--- src/rtl/event_latch_bank.sv ---
// ---------------------------------------------------------------------------
// event_latch_bank
//
// A bank of independent one-shot arm/fire event latches. A channel is armed
// by ARM and fires once on a later TRIG. A fire raises a sticky FLAG that
// stays set until ACK, and bumps a saturating per-channel event counter. After
// a fire the channel can sit in a hold-off window before it returns to ARMED
// (AUTO_REARM=1) or to IDLE (AUTO_REARM=0).
//
// Parameters
//   CH         number of channels (>=1)
//   COUNT_W    width of each event counter (>=1)
//   HOLDOFF    cycles spent in HOLD after a fire, 0 = no hold-off (< 2^16)
//   AUTO_REARM 1 = re-arm after fire/hold-off, 0 = return to IDLE
//
// Ports
//   CLK      rising-edge clock
//   RST_N    asynchronous active-low reset
//   ARM      per-channel arm request (level)
//   TRIG     per-channel trigger (level)
//   ACK      per-channel sticky flag clear
//   CNT_CLR  per-channel counter clear
//   FIRE     one-cycle registered pulse per accepted trigger
//   FLAG     sticky event flag
//   ARMED    1 while the channel is in ARMED
//   COUNT    event counters, channel i at [i*COUNT_W +: COUNT_W]
//   IRQ      registered OR of all FLAG bits
// ---------------------------------------------------------------------------
module event_latch_bank #(
  parameter int CH         = 4,
  parameter int COUNT_W    = 8,
  parameter int HOLDOFF    = 16,
  parameter int AUTO_REARM = 0
) (
  input  logic                  CLK,
  input  logic                  RST_N,
  input  logic [CH-1:0]         ARM,
  input  logic [CH-1:0]         TRIG,
  input  logic [CH-1:0]         ACK,
  input  logic [CH-1:0]         CNT_CLR,
  output logic [CH-1:0]         FIRE,
  output logic [CH-1:0]         FLAG,
  output logic [CH-1:0]         ARMED,
  output logic [CH*COUNT_W-1:0] COUNT,
  output logic                  IRQ
);

  typedef enum logic [1:0] {
    S_IDLE  = 2'd0,
    S_ARMED = 2'd1,
    S_HOLD  = 2'd2
  } state_t;

  // The hold counter counts HOLDOFF-1 down to 0, giving exactly HOLDOFF
  // cycles in HOLD.
  localparam logic [15:0] HOLD_LOAD = (HOLDOFF > 0) ? 16'(HOLDOFF - 1) : 16'd0;
  localparam state_t      REARM_ST  = (AUTO_REARM != 0) ? S_ARMED : S_IDLE;

  function automatic logic [COUNT_W-1:0] sat_inc(input logic [COUNT_W-1:0] v);
    return (&v) ? v : v + COUNT_W'(1);
  endfunction

  logic [CH-1:0] flag_nxt_all;
  logic          irq_p0;

  for (genvar i = 0; i < CH; i++) begin : g_ch
    state_t             state_p0, state_nxt;
    logic [15:0]        hold_p0, hold_nxt;
    logic               fire_acc;
    logic               fire_p0;
    logic               flag_p0, flag_nxt;
    logic [COUNT_W-1:0] count_p0, count_nxt;

    always_comb begin
      state_nxt = state_p0;
      hold_nxt  = hold_p0;
      fire_acc  = 1'b0;
      case (state_p0)
        S_IDLE: begin
          // A trigger in the arming cycle is deliberately not accepted.
          if (ARM[i]) state_nxt = S_ARMED;
        end
        S_ARMED: begin
          if (TRIG[i]) begin
            fire_acc = 1'b1;
            if (HOLDOFF > 0) begin
              state_nxt = S_HOLD;
              hold_nxt  = HOLD_LOAD;
            end else begin
              state_nxt = REARM_ST;
            end
          end
        end
        S_HOLD: begin
          if (hold_p0 == 16'd0) state_nxt = REARM_ST;
          else                  hold_nxt  = hold_p0 - 16'd1;
        end
        default: state_nxt = S_IDLE;
      endcase
    end

    // A fire takes priority over ACK on the flag and over CNT_CLR on the
    // counter (a clear coinciding with a fire leaves the count at 1).
    always_comb begin
      flag_nxt = flag_p0;
      if (fire_acc)    flag_nxt = 1'b1;
      else if (ACK[i]) flag_nxt = 1'b0;

      count_nxt = count_p0;
      if (fire_acc)        count_nxt = CNT_CLR[i] ? COUNT_W'(1) : sat_inc(count_p0);
      else if (CNT_CLR[i]) count_nxt = '0;
    end

    // Stage p0: registered channel state and outputs
    always_ff @(posedge CLK or negedge RST_N) begin
      if (!RST_N) begin
        state_p0 <= S_IDLE;
        hold_p0  <= '0;
        fire_p0  <= 1'b0;
        flag_p0  <= 1'b0;
        count_p0 <= '0;
      end else begin
        state_p0 <= state_nxt;
        hold_p0  <= hold_nxt;
        fire_p0  <= fire_acc;
        flag_p0  <= flag_nxt;
        count_p0 <= count_nxt;
      end
    end

    assign flag_nxt_all[i]                = flag_nxt;
    assign FIRE[i]                        = fire_p0;
    assign FLAG[i]                        = flag_p0;
    assign ARMED[i]                       = (state_p0 == S_ARMED);
    assign COUNT[i*COUNT_W +: COUNT_W]    = count_p0;
  end

  // Stage p0: IRQ built from next-state flags so it lines up with FLAG
  always_ff @(posedge CLK or negedge RST_N) begin
    if (!RST_N) irq_p0 <= 1'b0;
    else        irq_p0 <= |flag_nxt_all;
  end

  assign IRQ = irq_p0;

endmodule

--- config.mk ---
export PLATFORM = sky130hd
export DESIGN_NAME = event_latch_bank
export DESIGN_NICKNAME = d
export VERILOG_FILES = /design/src/rtl/event_latch_bank.sv
export SDC_FILE = /design/constraint.sdc
export NUM_CORES = 1
export LEC_CHECK = 0
export BUFFER_PORTS_ARGS = -buffer_cell sky130_fd_sc_hd__buf_2
export CAP_MARGIN = 15
export CORE_MARGIN = 5
export CORE_UTILIZATION = 29
export DETAILED_ROUTE_END_ITERATION = 12
export HOLD_SLACK_MARGIN = 0.06
export PLACE_DENSITY_LB_ADDON = 0.08
export SLEW_MARGIN = 20
export SYNTH_ARGS = -nofsm -noshare
export SYNTH_HDL_FRONTEND = slang
export SYNTH_SLANG_ARGS = --single-unit
--- constraint.sdc ---
create_clock -name CLK -period 2.97 [get_ports CLK]
set_input_delay 0.594 -clock CLK [delete_from_list [all_inputs] [get_ports CLK]]
set_output_delay 0.594 -clock CLK [all_outputs]
set_load 0.02 [all_outputs]
Word-level counts from Yosys, hierarchy flattened

Cells that the tools add are included.

Register bits: 113
Bits of input ports: 18

Muxes and demuxes: 60
Equal/unequal tests: 28
Reductions and logical operators: 33
Add/sub/neg operators: 8

Operators with widths:

| kind                    | number |
|---|---|
| $mux W16                | 8 |
| $mux W8                 | 16 |
| $pmux W16 S2            | 4 |
| $logic_not A16 Y1       | 4 |
| $sub A16 B1 Y16 const B | 4 |
| $ne A2 B2 Y1 const B    | 20 |
| $add A8 B1 Y8 const B   | 4 |
| $reduce_and A8 Y1       | 4 |
| $mux W2                 | 12 |
| $pmux W2 S3             | 4 |
| $reduce_and A3 Y1       | 8 |
| $mux W1                 | 16 |
| $reduce_bool A2 Y1      | 8 |
| $eq A2 B1 Y1 const B    | 4 |
| $eq A2 B2 Y1 const B    | 4 |
| $logic_not A2 Y1        | 4 |
| $reduce_and A2 Y1       | 4 |
| $reduce_or A4 Y1        | 1 |

Logic depth before layout (Yosys ltp)

Gate-level depths: netlist of the first run.

Word-level depth: 4
Gate-level depth with buffers: 7
Gate-level depth less buffers: 6

Worst setup path before layout of the first run

Ideal clock, no wire load.

Kind: register to register
Start: reg g_ch[3].hold_p0[0]
End: reg g_ch[3].hold_p0[8]
Arrival time: 2.044 ns
Setup time: 0.125 ns
Data required time: 2.845 ns
Path slack: 0.801 ns
Buffers on the path: 0
Cell stages (with the launch flop): 7
Cells stage by stage: dfrtp_1 > inv_1 > ha_1 > or4b_1 > or3_1 > or4_1 > mux2i_1

Word-level cells in the longest chain between the ends: 3
Elaborated cells between the ends (all ways): 6
Those cells by class: 1 x add/sub; 1 x eq/ne; 2 x mux; 2 x reduce/logical

Ends and longest elaborated chain:

| item                                                        | line   | RTL |
|---|---|---|
| start: declaration                                          | 68     | `logic [15:0] hold_p0, hold_nxt;` |
| start signal: assignment                                    | 124    | `hold_p0 <= hold_nxt;` |
| $sub A16 B1 Y16 / $logic_not A16 Y1 (equally long branches) | 96, 95 |  |
| $mux W16 / $ne A2 B2 Y1 (equally long branches)             | n/a    |  |
| $pmux W16 S2 / $reduce_and A3 Y1 (equally long branches)    | n/a    |  |

Parallel ways exist; a longest one is shown, timed or not. The select of a mux whose other input is x is not followed.
A chain may end at the register's enable or synchronous reset.

Final worst setup path of the first run

Start: reg g_ch[3].hold_p0[1]
End: reg g_ch[3].hold_p0[8]

Same word-level chain as after synthesis.

==> results of run 1 <==
-- critical path: stages, from the launching register on --
cell     delay, ns
dfrtp_1       0.40
inv_1         0.08
ha_1          0.22
or4b_1        0.49
or3_1         0.37
or4_1         0.49
mux2i_1       0.13
-- metal layers --
metal,wire length (µm),share of wire,up-vias,global-route usage
met1,7293,0.50,2436,0.1713
met4,184,0.013,0,0.05088
li1,-,-,2498,-
met2,6719,0.46,67,0.1995
met5,0,0,-,0
met3,440,0.030,14,0.03288
-- state kept, by name (all words and copies together) (netlist names) --
register / count
g_ch.state_p0: 8
g_ch.flag_p0: 4
g_ch.count_p0: 32
g_ch.hold_p0: 64
IRQ: 1
g_ch.fire_p0: 4
-- power breakdown --
| group | total [W] | leakage, nW | switching, W | internal (W) |
|---|---|---|---|---|
| Sequential | 0.00201 | 1.49 | 0.000249 | 0.00176 |
| Clock | 0.00188 | 0.267 | 0.000706 | 0.00118 |
| Combinational | 0.00115 | 1.61 | 0.000707 | 0.000438 |
-- stage by stage --
stage                     std cells  instance area (µm²)  total power (W)  hold WS (ns)  worst slack (ns)
after CTS                       985                 7163         0.005133        0.2030            0.6584
after global placement          954                 6631         0.003180        0.4687            0.7141
after global routing            985                 7163         0.005360        0.2312            0.5381
after floorplan                 634                 5995         0.002826        0.2984            0.8012
after detailed placement        954                 6631         0.003204        0.4702            0.6767
final                           985                 7163         0.005042        0.1856            0.6687
-- worst paths after layout --
check                              startpoint  depth (start not counted)                  end  slack (ns)
setup / recovery           g_ch[3].hold_p0[1]                          6   g_ch[3].hold_p0[8]        0.67
setup reg to reg           g_ch[3].hold_p0[1]                          6   g_ch[3].hold_p0[8]        0.67
hold reg to reg            g_ch[1].hold_p0[5]                          1   g_ch[1].hold_p0[5]        0.48
min in group CLK                       ACK[1]                          2      g_ch[1].flag_p0        0.42
max in group asynchronous               RST_N                          2      g_ch[2].fire_p0        2.06
hold / removal                          RST_N                          1  g_ch[1].count_p0[5]        0.19
-- cells by family after synthesis --
logic type	Yosys count	share of synthesized area
and+or+nand+nor	280	0.2559
DFF	113	0.4717
xor gates and xnor gates	10	0.01461
adders and majority gates	8	0.01670
muxes	37	0.06199
AOI/OAI and AO/OA	130	0.1378
buffers and inverters	56	0.04133
-- synth_stat cells, types with 3 or more instances --
| cell type | instances |
|---|---|
| nand2b_1 | 10 |
| buf_4 | 8 |
| o21ai_0 | 32 |
| o211ai_1 | 18 |
| nand3b_1 | 10 |
| a21oi_1 | 35 |
| nor4_1 | 16 |
| or3_1 | 13 |
| or3b_2 | 3 |
| xor2_1 | 8 |
| nand3_1 | 30 |
| clkbuf_1 | 13 |
| nor2_1 | 57 |
| inv_1 | 28 |
| nor3_1 | 11 |
| buf_1 | 5 |
| o311ai_0 | 4 |
| mux2i_1 | 36 |
| nand2_1 | 52 |
| or4_1 | 25 |
| nand4b_1 | 3 |
| nand4_1 | 12 |
| ha_1 | 8 |
| o41ai_1 | 3 |
| o31ai_1 | 21 |
| nor2b_1 | 10 |
| dfrtp_1 | 113 |
| or2_2 | 6 |
| and3_1 | 8 |
-- cell type report --
| class | instances | area share |
|---|---|---|
| flip-flops and latches | 113 | 0.3948 |
| repair buffers | 77 | 0.06114 |
| clock buffers | 24 | 0.06585 |
| well taps | 270 | 0.04716 |
| inverters | 29 | 0.01520 |
| multi-input cells | 465 | 0.4075 |
| clock inverters | 7 | 0.008384 |
-- placed cells by master (no fill, tap or decap), drive strengths merged, types with 21 or more instances in the layout --
cell,synthesis,layout
nand2,52,52
inv,28,28
buf,14,77
clkbuf,13,24
mux2i,36,36
or4,27,27
nor2,57,57
dfrtp,113,113
o21ai,34,34
a21oi,35,35
o31ai,21,21
nand3,30,30
==> results.yml, run 1 <==
outcome:
  status: "finished, final reports clean"
placement:
  place_congestion: 0.7543
  hpwlAfterDp_mm: 10.25
  port_buffers: 62
detailed_routing:
  drt_iter0_drc: 234
  antenna_left: 0
  via_count: 5015
  dr.pass1.iters: 4
  avgRoutedWirePerCell_um: 14.86
  viasPerCell: 5.091
  routed_wl_mm: 14.64
  post-route-drc-count: 0
timing:
  slew_violations: 0
  setup_viol: 0
  fin_crit_ns: 2.301
  worstMarginPinSlew_ns: 0.6632
  rsz0062_at_grt: "no"
  final-hold-violation-count: 0
  fin_worst_skew_ns: 0.004344
  fmax_ghz: 0.4345
  min_period_over_period: 0.7749
  setup_tns_ns: 0
  relSlewSlack: 0.5538
synth:
  syn_inst: 634
  ys_types: 56
  ys_warn_count: 0
  synth_edf_count: 0
  ys_top_cells_by_area: "dfrtp_1 47%, mux2i_1 6.0%, nor2_1 3.6%"
  yosys.area.top_type: "dfrtp_1"
  syn_avg_cell_area_um2: 9.455
  yosysSeqAreaShare: 0.4717
  synth_top_area_share: 0.4717
  synthArstFlopShare: 1.000
  synthesis.nets: 660
  netlist_area_um2: 5994
  synthFlopType: "dfrtp_1"
  synth_seq_cells: 113
die:
  start_util: 0.2953
  die_x_um: 153.8
  die_area_um2: 23650
  num_rows: 52
  ios: 63
  die_y_um: 153.8
  core_area_um2: 20300
critical_path:
  arrival_ns: 2.60
  cp_data_required_time_ns: 3.26
  criticalPathCategory: "reg2reg"
  startpoint_type: "flip-flop"
  critPathCaptureType: "flip-flop"
  worstPathMaxFanout: 5
layout:
  final_layout_size_suffix_gt1_frac: 0.1678
  multi_input_area_um2: 2919
  fin_util: 0.3529
  seqCellArea_um2: 2828
  syn_to_final_growth_pct: 19.49
  antennaDiodeCount: 0
  nNetsFinal: 729
  nFillCells: 2095
clock_network:
  cts_setup_buffers: 0
  clk_path_buf_depth: 2
  numCtsBuffers: 17
  cts_resized: 0
  cts.clk_slew.worst_paths_ns: 0.05
  clock-sinks: 113
  cts_tree: "done"
  htreeDepth: 4
  clk_latency_ns: 0.41
  cts_hold_buf: 0
  cts-root-buf: "clkbuf_16"
global_route:
  grt_start_max_net_pins: 43
  antenna_found_initial: 0
  grt_overflow_total: 0
  first_global_vias: 5000
  grt_pass1_wl_mm: 25.21
  grt_usage: 0.1283
min_path:
  min_path_type: "in2async"
power_and_ir_drop:
  cellLeakagePower_nw: 3.370
  powerDensity_nw_per_um2: 703.8
  ir_drop_uv: 405.1
run:
  maxCapViolCount: 0
Power figures use the tool's default switching activity.
==> run 2, diff against run 1 <==
==> constraint.sdc (replaced) <==
create_clock -name CLK -period 2.2 [get_ports CLK]
set_input_delay 0.44 -clock CLK [delete_from_list [all_inputs] [get_ports CLK]]
set_output_delay 0.44 -clock CLK [all_outputs]
set_load 0.02 [all_outputs]
==> run 2 against run 1 <==
Design area is 5.0% higher. Critical path type unchanged. Register-to-register slack worse by 0.64 ns. Clock-buffer cell count is 6 lower. Largest cell class unchanged. Non-clock buffer count is 19 higher. Clock skew is 0.0041 ns higher.
==> results.yml, run 2 (synthesis results as in run 1) <==
outcome:
  status: "finished, final reports clean"
clock_network:
  clk_path_buf_depth: 2
  clk_latency_ns: 0.41
  cts.clk_slew.worst_paths_ns: 0.05
  htreeDepth: 4
  numCtsBuffers: 17
  clock-sinks: 113
  cts-root-buf: "clkbuf_16"
  cts_tree: "done"
die:
  num_rows: 52
  die_area_um2: 23650
  ios: 63
  die_y_um: 153.8
  core_area_um2: 20300
  start_util: 0.2953
  die_x_um: 153.8
detailed_routing:
  post-route-drc-count: 0
  drt_iter0_drc: 249
  dr.pass1.iters: 4
  routed_wl_mm: 14.60
  antenna_left: 0
  avgRoutedWirePerCell_um: 14.53
  viasPerCell: 5.088
  via_count: 5113
global_route:
  grt_pass1_wl_mm: 25.40
  grt_start_max_net_pins: 58
  first_global_vias: 5069
  grt_usage: 0.1286
  grt_overflow_total: 0
  antenna_found_initial: 0
critical_path:
  critPathCaptureType: "flip-flop"
  worstPathMaxFanout: 3
  criticalPathCategory: "reg2reg"
  arrival_ns: 2.47
  cp_data_required_time_ns: 2.49
  startpoint_type: "flip-flop"
min_path:
  min_path_type: "in2reg"
power_and_ir_drop:
  sw_frac_of_total: 0.3044
  p_clk_frac: 0.429
  cellLeakagePower_nw: 3.537
  switchingPower_w: 0.002323
  combPwrFrac: 0.217
  powerDensity_nw_per_um2: 1015
  ir_drop_uv: 471.5
  power.internal_w: 0.005307
  power_frac_seq: 0.354
placement:
  place_congestion: 0.7741
  port_buffers: 62
  postPlaceCellArea_um2: 6779
  dp.cells: 972
  hpwlAfterDp_mm: 10.38
timing:
  final-hold-violation-count: 0
  fin_crit_ns: 2.172
  fin_worst_skew_ns: 0.008457
  relSlewSlack: 0.5714
  slew_violations: 0
  setup_viol: 0
  rsz0062_at_grt: "yes"
  min_period_over_period: 0.9874
  fmax_ghz: 0.4604
  worstMarginPinSlew_ns: 0.6362
layout:
  largest_register_ff_count: 64
  antennaDiodeCount: 0
  reg_top3: "g_ch.hold_p0 x64, g_ch.count_p0 x32, g_ch.state_p0 x8"
  final_common_cell: "dfrtp_1"
  finalNonFillerCells: 1005
  nNetsFinal: 748
  fin_area_um2: 7520
  syn_to_final_growth_pct: 25.44
  layout_common_cells: "113 x dfrtp_1, 61 x buf_2, 57 x nor2_1"
  top_register: "g_ch.hold_p0"
  final_layout_size_suffix_gt1_frac: 0.2054
run:
  maxCapViolCount: 0
-- run 2: cell count changes in the layout (fill, tap and decap cells not counted), moves of 2 or more --
cell,change
or4_4,+2
clkinvlp_4,+2
clkinv_2,-3
or4_1,-2
clkbuf_1,-5
buf_4,+17
bufinv_16,+6
-- run 2: routing by layer --
layer | vias up | wire length, µm | track usage
li1 | 2533 | - | -
met1 | 2472 | 7228 | 0.1739
met2 | 93 | 6610 | 0.1993
met3 | 15 | 587 | 0.03710
met4 | 0 | 175 | 0.04079
met5 | - | 0 | 0
-- run 2: cell type report --
type	count	area (µm²)
clock buffer	18	439.2
sequential	113	2828
timing repair buffer	96	595.6
fill	2062	12780
multi-input combinational	465	2953
inverter	29	108.9
tap	270	337.8
clock inverter	14	257.7
-- run 2: repair_timing --
item | in CTS | in global routing
setup endpoints to repair | 0 | 7
hold buffers | 1 | 0
setup buffers | 0 | 0
hold endpoints to repair | 7 | 0
gates resized for setup | 0 | 8
-- run 2: power groups by stage --
| stage | Sequential [W] | Clock (W) | Combinational (W) |
|---|---|---|---|
| 2_1_floorplan | 0.00271 | 0 | 0.00110 |
| 3_3_place_gp | 0.00272 | 0 | 0.00166 |
| 3_5_place_dp | 0.00273 | 0 | 0.00168 |
| 4_1_cts | 0.00270 | 0.00337 | 0.00168 |
| 5_1_grt | 0.00276 | 0.00345 | 0.00187 |
| 6_report | 0.00270 | 0.00327 | 0.00165 |
-- run 2: worst paths after layout --
kind                               startpoint                   to  slack, ns  depth (start not counted)
setup / recovery           g_ch[3].hold_p0[1]   g_ch[3].hold_p0[8]       0.03                          6
hold / removal                         ACK[1]      g_ch[1].flag_p0       0.25                          2
setup reg to reg           g_ch[3].hold_p0[1]   g_ch[3].hold_p0[8]       0.03                          6
hold reg to reg            g_ch[1].hold_p0[5]   g_ch[1].hold_p0[5]       0.47                          1
max in group asynchronous               RST_N   g_ch[3].hold_p0[1]       1.23                          3
min in group asynchronous               RST_N  g_ch[1].count_p0[5]       0.42                          2
-- run 2: stage by stage --
stage | hold slack (ns) | power, W | TNS (ns) | setup WS (ns) | utilization
2_1_floorplan | 0.1444 | 0.003816 | 0 | 0.03118 | -
3_3_place_gp | 0.2948 | 0.004377 | 0 | 0.04443 | 0.3340
3_5_place_dp | 0.2937 | 0.004409 | 0 | 0.03000 | 0.3340
4_1_cts | 0.2304 | 0.007751 | 0 | 0.02609 | 0.3688
5_1_grt | 0.2632 | 0.008084 | -0.04467 | -0.04467 | 0.3704
6_report | 0.2466 | 0.007630 | 0 | 0.02779 | 0.3704
-- run 2: critical path, cell delays in order (launching register included) --
cell,delay (ns)
dfrtp_1,0.38
inv_1,0.07
ha_1,0.15
or4b_4,0.46
or3_1,0.37
or4_4,0.49
mux2i_1,0.13
